### src/rtl/io_console_ctrl.sv
// Console/power-off sequencer between the core's MMIO store port and the simulation io device.
// Console bytes are queued in a FIFO and paced out; power-off is issued only after the queue drains.
module io_console_ctrl #(
   parameter int DEPTH       = 4,
   parameter int PACE_CYCLES = 4
) (
   input  logic                     clk,
   input  logic                     rst_n,
   input  logic [31:0]              cpu_wdata,
   input  logic                     cpu_addr,
   input  logic                     cpu_we,
   output logic                     cpu_stall,
   output logic [31:0]              io_data,
   output logic                     io_addr,
   output logic                     io_we,
   output logic [$clog2(DEPTH):0]   fifo_level,
   output logic                     halted
);

   localparam int AW = $clog2(DEPTH);
   localparam int PW = (PACE_CYCLES > 1) ? $clog2(PACE_CYCLES) : 1;

   typedef enum logic [1:0] {RUN, DRAIN, POWER, HALTED} state_t;

   state_t        r_state;
   logic [7:0]    r_mem [DEPTH];
   logic [AW-1:0] r_wrPtr;
   logic [AW-1:0] r_rdPtr;
   logic [AW:0]   r_count;
   logic [PW-1:0] r_paceCnt;

   logic w_full;
   logic w_empty;
   logic w_paceZero;
   logic w_accept;
   logic w_push;
   logic w_pop;

   // Fullness is the start-of-cycle value, so a pop never frees a slot for the same cycle's push.
   assign w_full     = (r_count == (AW+1)'(DEPTH));
   assign w_empty    = (r_count == '0);
   assign w_paceZero = (r_paceCnt == '0);
   assign cpu_stall  = cpu_we & ((r_state != RUN) | w_full);
   assign w_accept   = cpu_we & ~cpu_stall;
   assign w_push     = w_accept & ~cpu_addr;
   assign w_pop      = ((r_state == RUN) || (r_state == DRAIN)) && !w_empty && w_paceZero;
   assign fifo_level = r_count;

   always_ff @(posedge clk) begin
      if (!rst_n) begin
         r_state   <= RUN;
         r_wrPtr   <= '0;
         r_rdPtr   <= '0;
         r_count   <= '0;
         r_paceCnt <= '0;
         io_we     <= 1'b0;
         io_addr   <= 1'b0;
         io_data   <= '0;
         halted    <= 1'b0;
      end else begin
         io_we <= 1'b0;

         if (w_push) begin
            r_mem[r_wrPtr] <= cpu_wdata[7:0];
            r_wrPtr        <= r_wrPtr + 1'b1;
         end

         if (w_pop) begin
            r_rdPtr   <= r_rdPtr + 1'b1;
            io_we     <= 1'b1;
            io_addr   <= 1'b0;
            io_data   <= {24'b0, r_mem[r_rdPtr]};
            r_paceCnt <= PW'(PACE_CYCLES - 1);
         end else if (!w_paceZero) begin
            r_paceCnt <= r_paceCnt - 1'b1;
         end

         if (w_push && !w_pop) begin
            r_count <= r_count + 1'b1;
         end else if (!w_push && w_pop) begin
            r_count <= r_count - 1'b1;
         end

         // Power-off waits for an empty queue and an expired pace window, keeping the char->power gap.
         case (r_state)
            RUN: begin
               if (w_accept && cpu_addr) begin
                  r_state <= DRAIN;
               end
            end
            DRAIN: begin
               if (w_empty && w_paceZero) begin
                  r_state <= POWER;
                  io_we   <= 1'b1;
                  io_addr <= 1'b1;
                  io_data <= '0;
               end
            end
            POWER: begin
               r_state <= HALTED;
               halted  <= 1'b1;
            end
            HALTED: begin
               r_state <= HALTED;
            end
            default: begin
               r_state <= RUN;
            end
         endcase
      end
   end

endmodule
### config.mk
export PLATFORM = sky130hd
export DESIGN_NAME = io_console_ctrl
export DESIGN_NICKNAME = d
export VERILOG_FILES = /design/src/rtl/io_console_ctrl.sv
export SDC_FILE = /design/constraint.sdc
export NUM_CORES = 1
export LEC_CHECK = 0
export ABC_CLOCK_PERIOD_IN_PS = 2800
export CORE_MARGIN = 8
export CORE_UTILIZATION = 45
export CTS_CLUSTER_SIZE = 20
export DETAILED_ROUTE_END_ITERATION = 8
export PLACE_DENSITY = 0.74
export SLEW_MARGIN = 40
export SYNTH_ARGS = -nofsm -noshare
export SYNTH_HDL_FRONTEND = slang
export SYNTH_SLANG_ARGS = --single-unit
### constraint.sdc
create_clock -name clk -period 2.8 [get_ports clk]
set_input_delay 0.7 -clock clk [delete_from_list [all_inputs] [get_ports clk]]
set_output_delay 0.7 -clock clk [all_outputs]
set_load 0.01 [all_outputs]
Word level (Yosys, flattened, before mapping)
Memory sizes are Yosys's and may differ from the RTL's. A register that Yosys moved wholly into a read port is not among the register bits.
Cells that the tools add are included.
{"block": "word_totals", "elab_cells": 66, "ff_bits": 46, "mem_count": 1, "in_bits": 36, "mem_bits_rw": 32}
{"block": "op_classes", "reduce_logical": 17, "n_addsub": 5, "n_mux": 21, "n_bitwise": 6, "n_eq_ne": 7}
{"memory": "r_mem", "depth": 4, "width": 8, "rd": 1, "rd_clocked_by_memory_dff": 1, "write_ports": 1, "line": "26", "text": "logic [7:0] r_mem [DEPTH];"}
{"cell": "two-way mux 32 bit", "count": 3}
{"cell": "two-way mux 2 bit", "count": 6}
{"cell": "two-way mux 1 bit", "count": 9}
{"cell": "logical AND 1 bit", "count": 6}
{"cell": "two-way mux 3 bit", "count": 2}
{"cell": "inequality test 2 x 1 -> 1 bit (second input constant)", "count": 3}
{"cell": "one-hot mux 2 bit (3 select lines)", "count": 1}
{"cell": "adder 2 x 1 -> 2 bit (second input constant)", "count": 2}
{"cell": "== test 2 bit (second input constant)", "count": 2}
{"cell": "zero test 2 bit", "count": 2}
{"cell": "nonzero test 2 bit", "count": 2}
{"cell": "adder 3 x 1 -> 3 bit (second input constant)", "count": 1}
{"cell": "AND 1 bit", "count": 3}
{"cell": "== test 3 bit (second input constant)", "count": 1}
{"cell": "zero test 1 bit", "count": 3}
{"cell": "zero test 3 bit", "count": 1}
{"cell": "subtractor 3 x 1 -> 3 bit (second input constant)", "count": 1}
{"cell": "== test 2 x 1 -> 1 bit (second input constant)", "count": 1}
{"cell": "inverter 1 bit", "count": 2}
{"cell": "AND reduction 2 bit", "count": 1}
{"cell": "OR reduction 2 bit", "count": 1}
{"cell": "subtractor 2 x 1 -> 2 bit (second input constant)", "count": 1}
{"cell": "logical OR 1 bit", "count": 1}
{"cell": "OR 1 bit", "count": 1}

Longest topological paths before layout
Gate-level depths: netlist (run 1).
{"block": "depth", "ltp_word": 10, "ltp_mapped": 12, "mapped_depth_nobuf": 10}

Worst setup path after synthesis (run 1)
OpenSTA, ideal clock, no wires.
{"block": "synth_path", "path_type": "reg2reg", "startpoint": "register r_paceCnt[0]", "endpoint": "register r_count[2], in the netlist fifo_level[2]", "setup_slack_ns": 0.265, "required_time_ns": 2.728, "t_arrival_ns": 2.464, "path_buffers": 2, "stages_incl_launch_ff": 13, "path_cell_list": "dfxtp_1 inv_1 ha_1 nor2b_1 buf_2 nand2_1 buf_2 ha_1 inv_1 fa_1 xor2_1 or3_2 a21oi_1"}
{"block": "synth_between", "elab_chain_len": 5, "elab_cells_between_ends": 7, "cone_classes": "1 x mux; 6 x reduce/logical"}
{"item": "start, declared", "line": "30", "text": "logic [PW-1:0] r_paceCnt;"}
{"item": "start signal, assigned", "line": "73", "text": "r_paceCnt <= PW'(PACE_CYCLES - 1);"}
{"item": "start signal, assigned", "line": "75", "text": "r_paceCnt <= r_paceCnt - 1'b1;"}
{"item": "zero test 2 bit (*)", "line": "42", "text": "assign w_paceZero = (r_paceCnt == '0);"}
{"item": "logical AND 1 bit (*)", "line": "46", "text": "assign w_pop = ((r_state == RUN) || (r_state == DRAIN)) && !w_empty && w_paceZero;"}
{"item": "zero test 1 bit", "line": "78", "text": "if (w_push && !w_pop) begin"}
{"item": "logical AND 1 bit", "line": "78"}
{"item": "two-way mux 3 bit or nonzero test 2 bit (tied branches)"}
{"item": "end signal, assigned", "line": "79", "text": "r_count <= r_count + 1'b1;"}
{"item": "end signal, assigned", "line": "81", "text": "r_count <= r_count - 1'b1;"}
{"item": "end, declared", "line": "29", "text": "logic [AW:0] r_count;"}
Every way passes the cells marked *; elsewhere a longest branch is shown, timed or not.
A chain may end at the register's enable or synchronous reset.

Worst setup path after layout (run 1)
{"block": "layout_path", "startpoint": "input cpu_we", "endpoint": "register r_count[2], in the netlist fifo_level[2]"}
{"block": "layout_between", "elab_chain_len": 7, "elab_cells_between_ends": 9, "cone_classes": "1 x mux; 4 x bitwise; 4 x reduce/logical"}
{"item": "start, declared", "line": "11", "text": "input logic cpu_we,"}
{"item": "AND 1 bit", "line": "43", "text": "assign cpu_stall = cpu_we & ((r_state != RUN) | w_full);"}
{"item": "inverter 1 bit", "line": "44", "text": "assign w_accept = cpu_we & ~cpu_stall;"}
{"item": "AND 1 bit (*)", "line": "44"}
{"item": "AND 1 bit (*)", "line": "45", "text": "assign w_push = w_accept & ~cpu_addr;"}
{"item": "zero test 1 bit", "line": "80", "text": "end else if (!w_push && w_pop) begin"}
{"item": "logical AND 1 bit", "line": "80"}
{"item": "nonzero test 2 bit (no source line)"}
Marked as above.

==> results of run 1 <==
-- layout make-up --
cell class / count / area (um2)
Inverter: 7 / 26.28
Clock inverter: 6 / 83.83
Clock buffer: 10 / 127.6
Tap cell: 77 / 96.34
Sequential cell: 80 / 1922
Multi-Input combinational cell: 117 / 895.9
Fill cell: 522 / 2609
Timing Repair Buffer: 57 / 553.0
-- state kept, by name (all words and copies together), names as in the netlist, named ones only --
register and flops:
io_data 32, r_mem 32, fifo_level 3, r_paceCnt 2, r_rdPtr 2, r_state 2
r_wrPtr 2, halted 1, io_addr 1, io_we 1
-- worst max-delay path by stage --
| stage | startpoint | end | slack, ps | cells after the start |
|---|---|---|---|---|
| 4_1_cts | cpu_we | fifo_level[2] | 170 | 9 |
| 2_1_floorplan | r_paceCnt[0] | fifo_level[2] | 260 | 12 |
| 5_1_grt | cpu_we | fifo_level[2] | 2 | 9 |
| 3_5_place_dp | cpu_we | fifo_level[2] | -190 | 9 |
| 3_3_place_gp | cpu_we | fifo_level[2] | -170 | 9 |
| 6_report | cpu_we | fifo_level[2] | 130 | 9 |
-- layout by cell type, fill, tap and decap left out, types with 2 or more instances in the layout --
cell type / instances
a21oi_1: 15
and3_1: 24
and3_2: 4
buf_4: 7
bufinv_16: 2
clkbuf_8: 9
clkdlybuf4s50_1: 50
clkinv_1: 2
clkinvlp_4: 2
dfxtp_1: 48
edfxtp_1: 32
ha_1: 6
inv_1: 6
mux2i_1: 5
mux4_2: 8
nand2_1: 7
nand2b_1: 3
nand3_1: 9
nand3b_1: 2
nor2_1: 5
o21ai_0: 13
xor2_1: 2
-- cells by family (layout without fill, tap and decap cells) --
family / Yosys count / in the layout / share of synthesized area (%)
flip-flops: 80 / 80 / 65.81
AO/OA/AOI/OAI: 33 / 33 / 6.470
buffers and inverters: 19 / 80 / 3.513
XOR/XNOR: 2 / 2 / 0.5999
AND/OR/NAND/NOR: 62 / 62 / 12.47
multiplexers: 13 / 13 / 7.883
adder cells (fa/ha/maj): 7 / 7 / 3.256
-- worst register-to-register path, cell delays in order, from the launching register on --
cell and delay, ps:
dfxtp_1 470, nor3b_1 120, nor4bb_1 330, buf_4 180
ha_1 150, inv_1 50, fa_1 370, xor2_1 180
or3_2 410, a21oi_1 140
-- layer usage --
metal / up-vias / global-route usage [%] / share of wire, %
met1: 824 / 15.30 / 44
met5: - / 0 / 0
met2: 40 / 20.74 / 49
met3: 9 / 3.091 / 4.5
met4: 0 / 8.323 / 2.1
li1: 895 / - / -
-- power by group through the flow --
stage	Sequential [mW]	Combinational [mW]	Clock [mW]
2_1_floorplan	1.45	0.639	0
3_3_place_gp	1.46	0.910	0
3_5_place_dp	1.47	0.917	0
4_1_cts	1.44	0.931	0.918
5_1_grt	1.46	1.03	0.969
6_report	1.44	0.926	0.888
==> impl_metrics.py, run 1 <==
metrics = {
    "yosys": {
        "syn_nets": 259,
        "synth_area_leaders": "dfxtp_1 33%, edfxtp_1 33%, mux4_2 6.2%",
        "synth_edf_count": 32,
        "synth_most_common_cell": "dfxtp_1",
        "synth_area_per_cell_um2": 13.52,
        "yosys_register_bits": 80,
        "synth_common_cells": "48 x dfxtp_1, 32 x edfxtp_1, 24 x and3_1",
        "ys_seq_area_share_pct": 65.81,
        "synth_top_area_share_pct": 32.90,
        "synth_cells": 216,
        "synth_ff_type": "dfxtp_1",
        "synthesis.area_um2": 2920,
        "ys_async_sr_fraction_pct": 0,
        "yosys_warnings": 0,
        "synth_top_cell_by_area": "dfxtp_1",
        "synth.distinct_cells": 35,
    },
    "global_routing": {
        "grt_max_degree": 26,
        "grt-ovfl-total": 0,
        "grt_pass1_wl_um": 8942,
        "antenna_found_initial": 0,
        "grt_pass1_vias": 1743,
        "grt_usage_pct": 12.94,
    },
    "sta": {
        "period_needed_ps": 2670,
        "maxSlewViolCount": 0,
        "slew_headroom_pct": 63.34,
        "finalClockSkew_ps": 9.953,
        "period_share_pct": 95.35,
        "rsz0062_at_grt": "no",
        "final.setup.tns_ps": 0,
        "tightest_slew_ps": 549.1,
        "fmax_ghz": 0.3746,
        "hold_violations": 0,
        "fin_hold_ws_ps": 463.0,
        "setup_viol": 0,
        "fin_ws_ps": 130.3,
    },
    "worst_setup_path": {
        "critPathMaxStageDelay_ps": 500,
        "critPathArrivalTime_ps": 2940,
        "reg2reg_to": "fifo_level[2]",
        "slowest_stage": "clkdlybuf4s50_1",
        "path_cells": "clkdlybuf4s50_1 -> nor4bb_1 -> buf_4 -> ha_1 -> inv_1 -> fa_1 -> xor2_1 -> or3_2 -> a21oi_1",
        "path_class": "in2reg",
        "cp.buffers_inverters": 3,
        "crit_family": "buffers and inverters",
        "timing.rr.start": "fifo_level[0]",
        "crit_path_start_kind": "input pin",
        "r2r_setup_slack_ps": 340,
        "critPathMaxFanout": 3,
        "critPathCaptureType": "flip-flop",
        "worstRegToRegCells": 9,
        "required_ps": 3070,
    },
    "power_and_ir_drop": {
        "finalPower_mw": 3.254,
        "combPwrFrac_pct": 28.5,
        "power_frac_clock_pct": 27.3,
        "p_int_mw": 2.271,
        "p_sw_share_pct": 30.21,
        "power_leakage_nw": 1.402,
        "ir_worst_vdd_uv": 500.1,
        "power_switching_mw": 0.9833,
        "p_seq_share_pct": 44.2,
        "powerDensity_nw_per_um2": 878.4,
    },
    "place": {
        "dpl-instance-area_um2": 3493,
        "portBuffers": 50,
        "dp_hpwl_um": 3760,
        "dp.cells": 338,
        "gp_congestion": 0.6943,
        "post-place-ws_ps": -185.4,
    },
    "cells_and_area": {
        "drive_gt1_share_pct": 14.08,
        "finish.utilization_pct": 58.68,
        "finalNonFillerCells": 354,
        "areaGrowthSynthToFinish_pct": 26.86,
        "diodes": 0,
        "nets": 315,
        "fin_area_um2": 3705,
    },
    "clock_network": {
        "clkTransAtPathRegs_ps": 80,
        "postCtsSetupRepairBufs": 0,
        "hold_buffers": 0,
        "cts_root_buf": "clkbuf_8",
        "clock-sinks": 80,
        "clockBufferDepth": 2,
        "clock_latency_ps": 340,
        "cts_buffers": 9,
        "cts_resized": 0,
        "cts_tree": "done",
        "htreeDepth": 3,
    },
    "drt": {
        "dr.pass1.iters": 4,
        "drc": 0,
        "via_count": 1768,
        "antenna_left": 0,
        "wirelength_um": 5535,
        "avgViaCountPerCell": 4.994,
        "drtIter0Drc": 86,
        "wl_per_cell_um": 15.64,
    },
    "min_path": {
        "worstHoldPathType": "reg2reg",
        "min_from": "r_paceCnt[1]",
        "hold_end": "r_paceCnt[1]",
        "hold_depth": 2,
    },
    "outcome": {
        "run_status": "complete, no violations",
    },
    "floorplan": {
        "die_area_um2": 9323,
        "die_w_um": 96.56,
        "coreArea_um2": 6314,
        "start_util_pct": 46.25,
        "io-pin-count": 75,
        "die_h_um": 96.56,
        "row_count": 29,
    },
    "flow_run": {
        "cap_violations": 0,
    },
}
Note: power is estimated with default switching activity, not from simulation.
==> inputs of run 2 (changes only) <==
--- a/config.mk
+++ b/config.mk
@@ -6,6 +6,7 @@
 export NUM_CORES = 1
 export LEC_CHECK = 0
 export ABC_CLOCK_PERIOD_IN_PS = 2800
+export CORE_ASPECT_RATIO = 1.25
 export CORE_MARGIN = 8
 export CORE_UTILIZATION = 45
 export CTS_CLUSTER_SIZE = 20
==> run 2 against run 1 <==
Total power fell by 0.99%; register-to-register slack better by 20 ps; first-iteration DRC count up 3.5%.
==> impl_metrics.py, run 2 (synthesis gave the netlist of run 1 again) <==
metrics = {
    "place": {
        "post-place-ws_ps": -151.1,
        "gp_congestion": 0.7057,
        "dpl-instance-area_um2": 3503,
        "dp_hpwl_um": 3746,
        "portBuffers": 50,
    },
    "cells_and_area": {
        "final_cell_mix": "50 x clkdlybuf4s50_1, 48 x dfxtp_1, 32 x edfxtp_1, 24 x and3_1, 15 x a21oi_1",
        "fillers": 547,
        "diodes": 0,
        "drive_gt1_share_pct": 14.86,
        "final_common_cell": "clkdlybuf4s50_1",
        "nets": 314,
        "fin_area_um2": 3725,
        "finish.utilization_pct": 57.83,
        "areaGrowthSynthToFinish_pct": 27.55,
    },
    "global_routing": {
        "grt_max_degree": 26,
        "grt-ovfl-total": 0,
        "grt_usage_pct": 12.14,
        "grt_pass1_vias": 1715,
        "antenna_found_initial": 0,
        "grt_pass1_wl_um": 8500,
    },
    "worst_setup_path": {
        "critPathCaptureType": "flip-flop",
        "crit_family": "buffers and inverters",
        "reg2reg_to": "fifo_level[2]",
        "r2r_setup_slack_ps": 360,
        "crit_path_start_kind": "input pin",
        "critPathArrivalTime_ps": 2900,
        "slowest_stage": "clkdlybuf4s50_1",
        "worstRegToRegCells": 9,
        "cp.buffers_inverters": 3,
        "critPathMaxStageDelay_ps": 490,
        "path_cells": "clkdlybuf4s50_1 -> nor4bb_1 -> buf_4 -> ha_1 -> inv_1 -> fa_1 -> xor2_1 -> or3_2 -> a21oi_1",
        "required_ps": 3080,
        "timing.rr.start": "fifo_level[0]",
        "critPathMaxFanout": 3,
        "path_class": "in2reg",
    },
    "floorplan": {
        "die_w_um": 88.06,
        "start_util_pct": 45.34,
        "coreArea_um2": 6441,
        "die_h_um": 106.1,
        "io-pin-count": 75,
        "row_count": 33,
        "die_area_um2": 9340,
    },
    "power_and_ir_drop": {
        "power_leakage_nw": 1.417,
        "ir_worst_vdd_uv": 339.1,
        "powerDensity_nw_per_um2": 865.1,
    },
    "clock_network": {
        "cts_resized": 0,
        "clock_latency_ps": 340,
        "cts_buffers": 9,
        "cts_root_buf": "clkbuf_8",
        "clockBufferDepth": 2,
        "hold_buffers": 0,
        "postCtsSetupRepairBufs": 0,
        "htreeDepth": 3,
        "clkTransAtPathRegs_ps": 70,
        "cts_tree": "done",
        "clock-sinks": 80,
    },
    "flow_run": {
        "cap_violations": 0,
    },
    "drt": {
        "dr.pass1.iters": 4,
        "drc": 0,
        "antenna_left": 0,
        "wl_per_cell_um": 14.71,
        "via_count": 1804,
        "avgViaCountPerCell": 4.970,
        "wirelength_um": 5338,
        "drtIter0Drc": 89,
    },
    "sta": {
        "period_share_pct": 93.57,
        "fmax_ghz": 0.3817,
        "maxSlewViolCount": 0,
        "tightest_slew_ps": 676.9,
        "finalClockSkew_ps": 4.166,
        "fin_hold_ws_ps": 468.4,
        "rsz0062_at_grt": "no",
        "fin_ws_ps": 180.1,
        "period_needed_ps": 2620,
        "setup_viol": 0,
        "hold_violations": 0,
        "slew_headroom_pct": 54.63,
    },
    "min_path": {
        "worstHoldPathType": "reg2reg",
        "hold_depth": 2,
        "min_from": "r_paceCnt[1]",
        "hold_end": "r_paceCnt[1]",
    },
    "outcome": {
        "run_status": "complete, no violations",
    },
}
==> run 2: cell types whose count changed in the layout (fill, tap and decap cells not counted), sizes merged <==
cell,delta
clkbuf,+3
buf,-1
clkinv,+1
clkinvlp,-2
bufinv,-2
==> run 2: worst reg2reg max path, delay by kind of cell, from the launching register on <==
family                     cells  cell delay, ps
DFF                            1             490
adders and majority gates      2             530
buffers and inverters          2             220
AOI/OAI and AO/OA              1             140
and+or+nand+nor                3             820
xor gates and xnor gates       1             180
==> run 2: metal layers <==
metal | global-route usage (%) | wire length [um]
met1 | 13.24 | 2277
met2 | 19.95 | 2748
met3 | 3.781 | 197
met4 | 7.515 | 114
met5 | 0 | 0
==> run 2: worst max-delay path by stage <==
stage | startpoint | endpoint | slack (ps) | cells past startpoint
2_1_floorplan | r_paceCnt[0] | fifo_level[2] | 260 | 12
3_3_place_gp | cpu_we | fifo_level[2] | -130 | 9
3_5_place_dp | cpu_we | fifo_level[2] | -150 | 9
4_1_cts | cpu_we | fifo_level[2] | 200 | 9
5_1_grt | cpu_we | fifo_level[2] | 20 | 9
6_report | cpu_we | fifo_level[2] | 180 | 9
==> run 2: layout make-up <==
cell class	instances	area, um2	area share, %
Clock inverter	3	17.52	0.4703
Inverter	7	26.28	0.7054
Timing Repair Buffer	56	545.5	14.65
Multi-Input combinational cell	117	900.9	24.19
Clock buffer	13	203.9	5.475
Tap cell	87	108.9	2.922
Sequential cell	80	1922	51.60
==> run 2: power by group <==
group / internal [mW] / switching, mW
logic: 0.432 / 0.475
clock network: 0.485 / 0.392
registers: 1.33 / 0.109
==> run 2: per-stage QoR <==
| stage | std cells | total power, mW | TNS [ps] |
|---|---|---|---|
| final | 363 | 3.222 | 0 |
| after global routing | 363 | 3.411 | 0 |
| after CTS | 363 | 3.263 | 0 |
| after detailed placement | 347 | 2.378 | -151.1 |
| after global placement | 347 | 2.351 | -126.4 |
| after floorplan | 216 | 2.091 | 0 |
